**src/rtl/reg_bank.sv**
```systemverilog
// reg_bank: MIPS 32x32 register file, $0 reads zero, $sp loads SP_RESET on reset.
// Optional same-cycle write-through to the read ports when REG_BANK_BYPASS_EN is defined.
module reg_bank #(
    parameter int DATA_W   = 32,
    parameter int ADDR_W   = 5,
    parameter int SP_IDX   = 29,
    parameter int SP_RESET = 227
) (
    input  logic              clk,
    input  logic              reset,
    input  logic              RegWrite,
    input  logic [ADDR_W-1:0] ReadReg1,
    input  logic [ADDR_W-1:0] ReadReg2,
    input  logic [ADDR_W-1:0] WriteReg,
    input  logic [DATA_W-1:0] WriteData,
    output logic [DATA_W-1:0] ReadData1,
    output logic [DATA_W-1:0] ReadData2
);
    logic [DATA_W-1:0] r_regs [2**ADDR_W];

    always_ff @(posedge clk) begin
        if (reset) begin
            for (int i = 0; i < 2**ADDR_W; i++)
                r_regs[i] <= (i == SP_IDX) ? DATA_W'(SP_RESET) : '0;
        end else if (RegWrite && WriteReg != '0) begin
            r_regs[WriteReg] <= WriteData;
        end
    end

`ifdef REG_BANK_BYPASS_EN
    logic w_wr_en;
    assign w_wr_en = RegWrite && !reset && WriteReg != '0;
    always_comb begin
        ReadData1 = (ReadReg1 == '0) ? '0 : (w_wr_en && ReadReg1 == WriteReg) ? WriteData : r_regs[ReadReg1];
        ReadData2 = (ReadReg2 == '0) ? '0 : (w_wr_en && ReadReg2 == WriteReg) ? WriteData : r_regs[ReadReg2];
    end
`else
    always_comb begin
        ReadData1 = (ReadReg1 == '0) ? '0 : r_regs[ReadReg1];
        ReadData2 = (ReadReg2 == '0) ? '0 : r_regs[ReadReg2];
    end
`endif
endmodule
```
**config.mk**
```make
export PLATFORM = sky130hd
export DESIGN_NAME = reg_bank
export DESIGN_NICKNAME = d
export VERILOG_FILES = /design/src/rtl/reg_bank.sv
export SDC_FILE = /design/constraint.sdc
export NUM_CORES = 2
export LEC_CHECK = 0
export ABC_AREA = 1
export CORE_ASPECT_RATIO = 1.25
export CORE_MARGIN = 3
export CORE_UTILIZATION = 61
export CTS_CLUSTER_DIAMETER = 50
export DETAILED_ROUTE_END_ITERATION = 6
export PLACE_DENSITY_LB_ADDON = 0.15
export SKIP_CTS_REPAIR_TIMING = 1
export SYNTH_ARGS = -nofsm -noshare
export SYNTH_HDL_FRONTEND = slang
export SYNTH_SLANG_ARGS = --single-unit
```
**constraint.sdc**
```tcl
create_clock -name clk -period 3.1 [get_ports clk]
set_clock_uncertainty 0.1 [all_clocks]
set_input_delay 0.465 -clock clk [delete_from_list [all_inputs] [get_ports clk]]
set_output_delay 0.465 -clock clk [all_outputs]
set_load 0.1 [all_outputs]
```
# Word level (Yosys, flattened, before mapping)
# Memory sizes are Yosys's and may differ from the RTL's.
# Index checks and enable logic that the tools add are counted.
dict set report totals {
  reg_bits 0
  mem_bits_rw 1024
  inputBits 50
  output_inout_bits 64
  elab_cells 16
  mem_count 1
}
dict set report classes {
  n_mux 10
  reduce_logical 5
}
# memory depth width read_ports rd_ports_with_merged_regs wr line
set mem_list {}
lappend mem_list {r_regs 32 32 2 0 32 19} ;# logic [DATA_W-1:0] r_regs [2**ADDR_W];
# operator n
set ops {}
lappend ops {{32-bit 2-to-1 mux} 3}
lappend ops {{32-bit OR reduction} 1}
lappend ops {{5-bit logical NOT} 2}
lappend ops {{1-bit 2-to-1 mux} 6}
lappend ops {{5-bit 2-to-1 mux} 1}
lappend ops {{5-bit nonzero test} 1}
lappend ops {{1-bit logical AND} 1}

# Depth between registers and ports, before layout
dict set report logic_depth {
  ltp_word 7
  ltp_mapped 13
}

# Worst setup path after synthesis
# Ideal clock, no wire load.
dict set report synth_path {
  path_kind {input-to-output}
  start {in ReadReg1[0]}
  end {out ReadData1[1]}
  arrival_time_ns 2.842
  required_time_ns 2.535
  slack_ns -0.307
  cell_stages 12
  path_buffers 3
  path_cell_list {buf_2 inv_2 buf_2 clkbuf_1 nand2_1 nand3_1 nand3_1 nand2_1 nand2_1 nand3_1 nand2_1 nor2_1}
}
dict set report synth_between {
  elab_chain_cells 2
  elab_cells_between_ends 3
  cone_classes {1 x mux; 1 x reduce/logical; 1 x memory}
}
# element line
set synth_rtl {}
lappend synth_rtl {{from (decl)} 12} ;# input logic [ADDR_W-1:0] ReadReg1,
lappend synth_rtl {{memory read 32 x 32 bit / 5-bit logical NOT (equally long branches)} -}
lappend synth_rtl {{32-bit 2-to-1 mux (*)} 39} ;# ReadData1 = (ReadReg1 == '0) ? '0 : r_regs[ReadReg1];
lappend synth_rtl {{to (decl)} 16} ;# output logic [DATA_W-1:0] ReadData1,
# Every way passes the cells marked *; elsewhere a longest branch is shown, timed or not.

# Worst setup path after layout
dict set report layout_path {
  start {in ReadReg2[0]}
  end {out ReadData2[12]}
}
dict set report layout_between {
  elab_chain_cells 2
  elab_cells_between_ends 3
  cone_classes {1 x mux; 1 x reduce/logical; 1 x memory}
}
# element line
set layout_rtl {}
lappend layout_rtl {{from (decl)} 13} ;# input logic [ADDR_W-1:0] ReadReg2,
lappend layout_rtl {{memory read 32 x 32 bit / 5-bit logical NOT (equally long branches)} -}
lappend layout_rtl {{32-bit 2-to-1 mux (*)} 40} ;# ReadData2 = (ReadReg2 == '0) ? '0 : r_regs[ReadReg2];
lappend layout_rtl {{to (decl)} 17} ;# output logic [DATA_W-1:0] ReadData2
# Marked as above.

==> flow_metrics.tcl <==
set metrics [dict create \
    rows 124 \
    fin_tns_setup_ps -22.8 \
    synthFlopType "edfxtp_1" \
    worst_slack_ps -12.3 \
    routed_via_density 6.44 \
    crit_type "in -> out" \
    cts_tree "yes" \
    hpwl_um 123000 \
    grt_max_degree 105 \
    violations "negative setup slack" \
    rsz0062_at_grt "true" \
    port_buffers 113 \
    ys_ff_latch 1024 \
    cts-root-buf "clkbuf_16" \
    drv_cap 0 \
    dp.cells 8309 \
    place.gp.congestion 0.939 \
    yosysMostFrequentCell "nand2_1" \
    relSlewSlack 0.412 \
    synth_area_um2 56500 \
    cts.sinks 1024 \
    arrival_ps 2550 \
    die_x_um 278 \
    synth.distinct_cells 20 \
    p_leak_nw 27.1 \
    setup_violations 2 \
    die_area_um2 96300 \
    grt_usage 0.417 \
    drive_gt1_frac 0.0933 \
    required_ps 2530 \
    dr.pass1.iters 7 \
    max_slew.worst_pin.slew_ps 875 \
    synth_common_cells "nand2_1, nor2_1, edfxtp_1" \
    cts_made_buffers 104 \
    wl_um 205000 \
    grt_use_met3 0.107 \
    fmax_mhz 321 \
    crit_path_start_kind "input pin" \
    power.total_mw 35.3 \
    period_share 1.00 \
    initial_core_util 0.616 \
    post_layout_nonfiller_instances 8494 \
    grt_pass1_wl_um 305000 \
    die_height_um 346 \
    cts_buffer_depth 3 \
    drc 0 \
    io-pin-count 114 \
    hp-start "reset" \
    num_vias 54677 \
    reg_top3 "r_regs x1024" \
    outcome "finished, violations left" \
    ant_nets 0 \
    hold_path_class "in -> reg" \
    yosysTopAreaCellShare 0.544 \
    yosys.area.top_type "edfxtp_1" \
    top_usage_layer "met2" \
    core_um2 91700 \
    met1_usage 0.522 \
    finalHoldViolations 0 \
    fin_util 0.709 \
    power_density_nw_per_um2 543 \
    antenna_found_initial 0 \
    grt_overflow_total 0 \
    synth_area_leaders "edfxtp_1, nand2_1, nor2_1, nand3_1, o21ai_0" \
    area_delta_synth_final_pct 15.1 \
    holdPathStages 2 \
    syn_area_per_cell_um2 7.79 \
    synthCells 7253 \
    critPathCaptureType "primary output" \
    synth-edff-count 1024 \
    min_delay_worst_endpoint "r_regs[0][14]" \
    yosysWarnings 0 \
    htree_num_levels 3 \
    largest_reg_flops 1024 \
    grt_pass1_vias 52192 \
    worstPathMaxFanout 30 \
    synth-async-reset-ratio 0 \
    largest-register "r_regs" \
    seq_area_frac_synth 0.544 \
    grtUsageMet2 0.649 \
    wl_per_cell_um 24.2 \
    nets 7267 \
    ir_drop_mv 0.471 \
    clkTransAtPathRegs_ps 70 \
    drv_slew 0 \
    min_period_ps 3110 \
    drt_iter0_drc 9495 \
]
==> worst max path at each step <==
stage,from,endpoint,slack [ps]
4_1_cts,ReadReg2[0],ReadData2[17],140
3_3_place_gp,WriteReg[3],r_regs[6][10],-20
2_1_floorplan,ReadReg1[0],ReadData1[1],150
3_5_place_dp,WriteReg[3],r_regs[6][6],0.5
6_report,ReadReg2[0],ReadData2[12],-10
5_1_grt,ReadReg2[0],ReadData2[28],-40
==> per-stage QoR <==
stage | hold WS [ps] | area [um^2] | setup WS [ps]
floorplan | 604 | 56800 | 149
global placement | 1020 | 61600 | -15.5
detailed placement | 1030 | 61600 | 0.460
CTS | 317 | 65000 | 137
global route | 348 | 65000 | -35.4
finish | 331 | 65000 | -12.3
==> cells by family after synthesis <==
kind of cell	count (synthesis)	synth area share
simple gates	4863	0.345
buf+inv	783	0.0578
compound gates	582	0.0525
other cells	1	0.0000664
flops	1024	0.544
==> cell type report <==
cell class | instances | area, um^2
antenna | 1 | 2.50
clock buffer | 127 | 2750
clock inverter | 58 | 586
fill | 6898 | 26700
inverter | 157 | 627
multi-input combinational | 5477 | 22900
sequential | 1024 | 30700
tap | 1197 | 1500
timing repair buffer | 453 | 5890
==> layer usage <==
metal | vias up | wire (um)
met5 | - | 0
met4 | 0 | 14200
met3 | 1086 | 32100
met2 | 4931 | 91800
met1 | 24984 | 67000
li1 | 23676 | -
==> report_power, final <==
group	internal, mW	switching, mW
logic	1.89	4.35
registers	16.0	0.403
clock network	7.21	5.43
==> placed cells by master, fill, tap and decap left out, types with 46 or more instances in the layout <==
| cell | instances |
|---|---|
| nand2_1 | 2041 |
| nand2_2 | 46 |
| clkbuf_16 | 107 |
| o21ai_0 | 413 |
| nor2_2 | 64 |
| nor2_1 | 1717 |
| nand3_1 | 983 |
| buf_4 | 218 |
| inv_1 | 149 |
| edfxtp_1 | 1024 |
| buf_12 | 189 |
| a21oi_1 | 123 |
==> worst max-delay path, cell delays in order <==
cell and delay (ps):
buf_8 130, inv_8 340, buf_12 230, nand2_1 70, nand2_1 60, nand2_1 50, a21oi_1 280, nor2_1 150
nand2_1 100, nand2_1 180, nor2_2 230, buf_12 200
Power figures use the tool's default switching activity.
